<file path="src/rtl/instr_fetch_unit.sv">
`timescale 1ns/1ps
// Instruction fetch unit: PC, imem req/ack fetch, IR and field decode.
// R-type words are folded so op_out carries funct.
module instr_fetch_unit #(
  parameter logic [31:0] RESET_PC = 32'h0000_0000
) (
  input  logic        clk,
  input  logic        rst_n,
  output logic        imem_req,
  output logic [31:0] imem_addr,
  input  logic [31:0] imem_rdata,
  input  logic        imem_ack,
  input  logic        pc_en,
  input  logic        branch_sel,
  input  logic [1:0]  pc_src,
  input  logic [31:0] rs_data,
  output logic [5:0]  op_out,
  output logic [4:0]  rs,
  output logic [4:0]  rt,
  output logic [4:0]  rd,
  output logic [15:0] imm16,
  output logic [31:0] imm_sext,
  output logic [25:0] jaddr,
  output logic [31:0] pc,
  output logic [31:0] pc_plus4,
  output logic        instr_valid,
  output logic        illegal_op
);

  typedef enum logic [1:0] {
    S_FETCH,
    S_WAIT,
    S_HOLD
  } state_e;

  state_e      state_q, state_d;
  logic [31:0] pc_q, pc_d;
  logic [31:0] ir_q, ir_d;
  logic        req_q, req_d;
  logic [31:0] next_pc;
  logic        op_ok;

  always_ff @(posedge clk or negedge rst_n) begin
    if (!rst_n) begin
      state_q <= S_FETCH;
      pc_q    <= RESET_PC;
      ir_q    <= '0;
      req_q   <= 1'b0;
    end else begin
      state_q <= state_d;
      pc_q    <= pc_d;
      ir_q    <= ir_d;
      req_q   <= req_d;
    end
  end

  always_comb begin
    state_d = state_q;
    unique case (state_q)
      S_FETCH: state_d = S_WAIT;
      S_WAIT:  if (imem_ack) state_d = S_HOLD;
      S_HOLD:  if (pc_en) state_d = S_FETCH;
      default: state_d = S_FETCH;
    endcase
  end

  always_comb begin
    req_d = 1'b0;
    ir_d  = ir_q;
    pc_d  = pc_q;
    unique case (state_q)
      S_FETCH: req_d = 1'b1;
      S_WAIT: begin
        req_d = ~imem_ack;
        if (imem_ack) ir_d = imem_rdata;
      end
      S_HOLD:  if (pc_en) pc_d = next_pc;
      default: req_d = 1'b0;
    endcase
  end

  assign pc       = pc_q;
  assign pc_plus4 = pc_q + 32'd4;
  assign rs       = ir_q[25:21];
  assign rt       = ir_q[20:16];
  assign rd       = ir_q[15:11];
  assign imm16    = ir_q[15:0];
  assign imm_sext = {{16{ir_q[15]}}, ir_q[15:0]};
  assign jaddr    = ir_q[25:0];
  assign op_out   = (ir_q[31:26] == 6'd0) ? ir_q[5:0]
                                          : ir_q[31:26];

  always_comb begin
    next_pc = pc_plus4;
    unique case (pc_src)
      2'b00: if (branch_sel)
               next_pc = pc_plus4 + (imm_sext << 2);
      2'b01: next_pc = {pc_plus4[31:28], jaddr, 2'b00};
      2'b10: next_pc = rs_data & 32'hFFFF_FFFC;
      default: next_pc = pc_plus4;
    endcase
  end

  // Opcode and funct codes share one command space after folding.
  always_comb begin
    op_ok = 1'b0;
    unique case (op_out)
      6'b100011, 6'b101011, 6'b000010,
      6'b000011, 6'b000101, 6'b001110,
      6'b001001, 6'b100000, 6'b100010,
      6'b101010, 6'b001000: op_ok = 1'b1;
      default: op_ok = 1'b0;
    endcase
  end

  assign imem_req    = req_q;
  assign imem_addr   = pc_q;
  assign instr_valid = (state_q == S_HOLD);
  assign illegal_op  = instr_valid & ~op_ok;

endmodule

</file>
<file path="config.mk">
export PLATFORM = sky130hd
export DESIGN_NAME = instr_fetch_unit
export DESIGN_NICKNAME = d
export VERILOG_FILES = /design/src/rtl/instr_fetch_unit.sv
export SDC_FILE = /design/constraint.sdc
export NUM_CORES = 1
export LEC_CHECK = 0
export BUFFER_PORTS_ARGS = -buffer_cell sky130_fd_sc_hd__buf_2
export CAP_MARGIN = 20
export CORE_ASPECT_RATIO = 2
export CORE_MARGIN = 5
export CORE_UTILIZATION = 30
export DETAILED_ROUTE_END_ITERATION = 6
export PLACE_DENSITY = 0.64
export REMOVE_ABC_BUFFERS = 1
export SYNTH_ARGS = -nofsm -noshare
export SYNTH_HDL_FRONTEND = slang
export SYNTH_SLANG_ARGS = --single-unit
</file>
<file path="constraint.sdc">
create_clock -name clk -period 4.3 [get_ports clk]
set_input_delay 0.86 -clock clk [delete_from_list [all_inputs] [get_ports clk]]
set_output_delay 0.86 -clock clk [all_outputs]
set_load 0.005 [all_outputs]
</file>
==> metrics <==
status completed; final period utilization 0.939; Synth top area share 0.243; Slew Viols, Final 0; Mapped Avg Cell Area ~8.3 um2; initial antenna violation count 0; Seq/Total Area, Yosys 0.243; die area roughly 0.026 mm2; worst reg-to-reg path cell count 15; Syn Inst Count 802; CP cell instances ha_1, and2_1, nand3_1, xnor2_1, ha_1, nand4_1, or2_2, o211ai_1, o221ai_1, o21ai_0, xor2_1, buf_4, nand2_1, a31oi_1, a2bb2oi_1; worst-margin pin slew approximately 1.0 ns; number of global-route vias before repair around 6,500; hold crit path type reg -> reg; most frequent CP cell ha_1; first-pass GRT wire length approximately 37,000 um; IO buf count 256; Bufs on Longest Clock Path 2; Worst Path Class, Setup reg -> reg; most frequent cell after synthesis buf_4; WP buf/inv 1; Min Hold Slack 0.479 ns; Crit path required time between 4 and 5 ns; area of the mapped netlist between 0.006 and 0.007 mm2; Final Hold Viols 0; drt via density 5.25; core footprint around 0.022 mm2; CTS root buffer clkbuf_16; Overflow after GRT 0; Achievable Freq about 250 MHz; number of fill cells in the layout 2,311; share of cells above drive strength 1 0.381; Max-slew headroom 0.330; wirelength, routed ~24,000 um; worst r2r src imem_addr[3]$_DFFE_PN0P_; worst hold stages 1; drt initial violations ~290; io pins 265; CP top delay family compound AO/OA/AOI/OAI gates; Arr. time, crit path around 4.3 ns; nets@finish about 1,100; die width 116 um; Critical R2R Capture imem_addr[25]$_DFFE_PN0P_; maxcap violations 0; Hold Crit Start state_q[1]$_DFFE_PN0P_; area taken by multi-input logic gates 0.00394 mm2; Area contributors post-synth dfrtp_1, buf_4, ha_1; Clock Skews between 0.008 and 0.009 ns; CP Max Fanout 8; GPL Wtd Cong approximately 0.91; most frequent cells after synthesis buf_4, nand2_1, dfrtp_1, a21oi_1, nor2_1; routed len/inst approximately 20 um; Placed Area between 0.007 and 0.008 mm2; DP HPWL about 19,000 um; register area 0.00163 mm2; CTS HTree Levels 3; Layout area overhead 17.5%; CTS buffer count 9; die height 221 um; CP Launch Type flip-flop; CTS tree built; count of cell types in the netlist 68; Overall Global Routing Usage 0.188; Synth Flop Type dfrtp_1; Final Critical Period between 4 and 5 ns; cell taking the most area after synthesis dfrtp_1; TNS Setup 0 ns; PD cells ~870 mW/mm2; hold_buf cts 0; Rows between 70 and 80; max incr delay on CP between 0.5 and 0.6 ns; CTS sink cnt between 60 and 70; YS warnings 0; DRT Pass-1 Iters 5; Hold EP imem_req$_DFF_PN0_; initial core utilization 0.303; antenna fix cells 0; FF+latch count, synth between 60 and 70; CP max-delay cell dfrtp_1; Skew-Pair Late Insertion Delay between 0.3 and 0.4 ns; unrepaired setup endpoints after global routing no; Post-synth EDFFs 0; crit end category flip-flop; # setup viols final 0; via count 6,498; DR DRC count 0; Async SR Flop Fraction 1.00; peak supply drop between 0.0003 and 0.0004 V; clk slew on worst S/H paths 0.06 ns; largest net degree at the start of global routing 66; Leakage about 3.9 nW; FF-to-FF setup slack between 0.2 and 0.3 ns; post-route ant nets 0; design area 0.00785 mm2
## placed cells by master, fill, tap and decap left out, types with 5 or more instances in the layout
cell       instances
nand4_1           12
mux2_2            33
inv_1             21
mux2i_1           10
xnor2_1           32
a221oi_1          17
buf_2            255
nor3_1            16
nand3_1           14
nand2_1           69
conb_1             6
o21bai_1           6
a21oi_1           63
and2_1             9
xor2_1            17
a211oi_1           6
o211ai_1           5
nor2b_1            8
ha_1              35
a31oi_1            6
nor2_1            53
and3_1             8
o221ai_1           5
clkbuf_16          9
buf_4             44
o21ai_0           44
a21o_1            22
dfrtp_1           65
## layout make-up
cell class,count,share of cell area
clock buffers,10,0.0292
clock inverters,4,0.00287
inverters,21,0.0100
multi-input cells,563,0.502
flip-flops and latches,65,0.207
well taps,276,0.0440
repair buffers,299,0.205
## worst max path at each step
stage / start / endpoint / slack (ns) / depth (start not counted)
floorplan: imem_addr[4]$_DFFE_PN0P_ / imem_addr[31]$_DFFE_PN0P_ / 0.53 / 15
global placement: imem_addr[3]$_DFFE_PN0P_ / imem_addr[26]$_DFFE_PN0P_ / 0.24 / 14
detailed placement: imem_addr[3]$_DFFE_PN0P_ / imem_addr[26]$_DFFE_PN0P_ / 0.13 / 14
CTS: imem_addr[3]$_DFFE_PN0P_ / imem_addr[26]$_DFFE_PN0P_ / 0.11 / 14
global route: imem_addr[7]$_DFFE_PN0P_ / imem_addr[25]$_DFFE_PN0P_ / 0.02 / 17
finish: imem_addr[3]$_DFFE_PN0P_ / imem_addr[25]$_DFFE_PN0P_ / 0.26 / 15
## layer usage
metal / vias up / wire length [um] / track usage
met2: 256 / 13400 / 0.352
met5: - / 0 / 0
li1: 3050 / - / -
met1: 3136 / 8500 / 0.194
met3: 56 / 1300 / 0.0273
met4: 0 / 1260 / 0.102
## worst reg2reg max path, stage by stage (launching register included)
cell,delay (ns)
dfrtp_1,0.52
ha_1,0.20
and2_1,0.28
nand3_1,0.13
xnor2_1,0.40
ha_1,0.32
nand4_1,0.19
or2_2,0.33
o211ai_1,0.26
o221ai_1,0.26
o21ai_0,0.25
xor2_1,0.18
buf_4,0.16
nand2_1,0.05
a31oi_1,0.20
a2bb2oi_1,0.20
## state kept, by name, indices dropped and copies added (netlist names)
name       count
ir_q          32
imem_addr     30
imem_req       1
state_q        2
## per-stage QoR
stage	power [mW]	util	instances	worst slack, ns
after CTS	6.84	0.355	1237	0.108
after global placement	6.08	0.343	1223	0.236
final	6.80	0.356	1238	0.261
after detailed placement	6.13	0.343	1223	0.131
after global routing	7.40	0.356	1238	0.0166
after floorplan	4.05	-	649	0.527
## logic make-up (layout without fill, tap and decap cells)
group / Yosys count / count (layout) / share of synthesized area
adders and majority gates: 36 / 36 / 0.0685
xor gates and xnor gates: 52 / 52 / 0.0704
DFF: 65 / 65 / 0.243
buffers and inverters: 179 / 334 / 0.172
and+or+nand+nor: 214 / 214 / 0.158
AOI/OAI and AO/OA: 209 / 209 / 0.206
other: 1 / 6 / 0.000561
muxes: 46 / 46 / 0.0807
## report_power, final
group | internal, mW | total [mW] | switching [mW] | leakage (nW)
Clock | 0.380 | 0.673 | 0.292 | 0.124
Combinational | 2.19 | 4.74 | 2.55 | 2.95
Sequential | 0.905 | 1.39 | 0.487 | 0.783
## timing repair
action	CTS	global route
setup buffers	0	1
gates resized for setup	0	4
setup endpoints to repair	0	7
No activity file was read; power rests on OpenSTA's default activity.
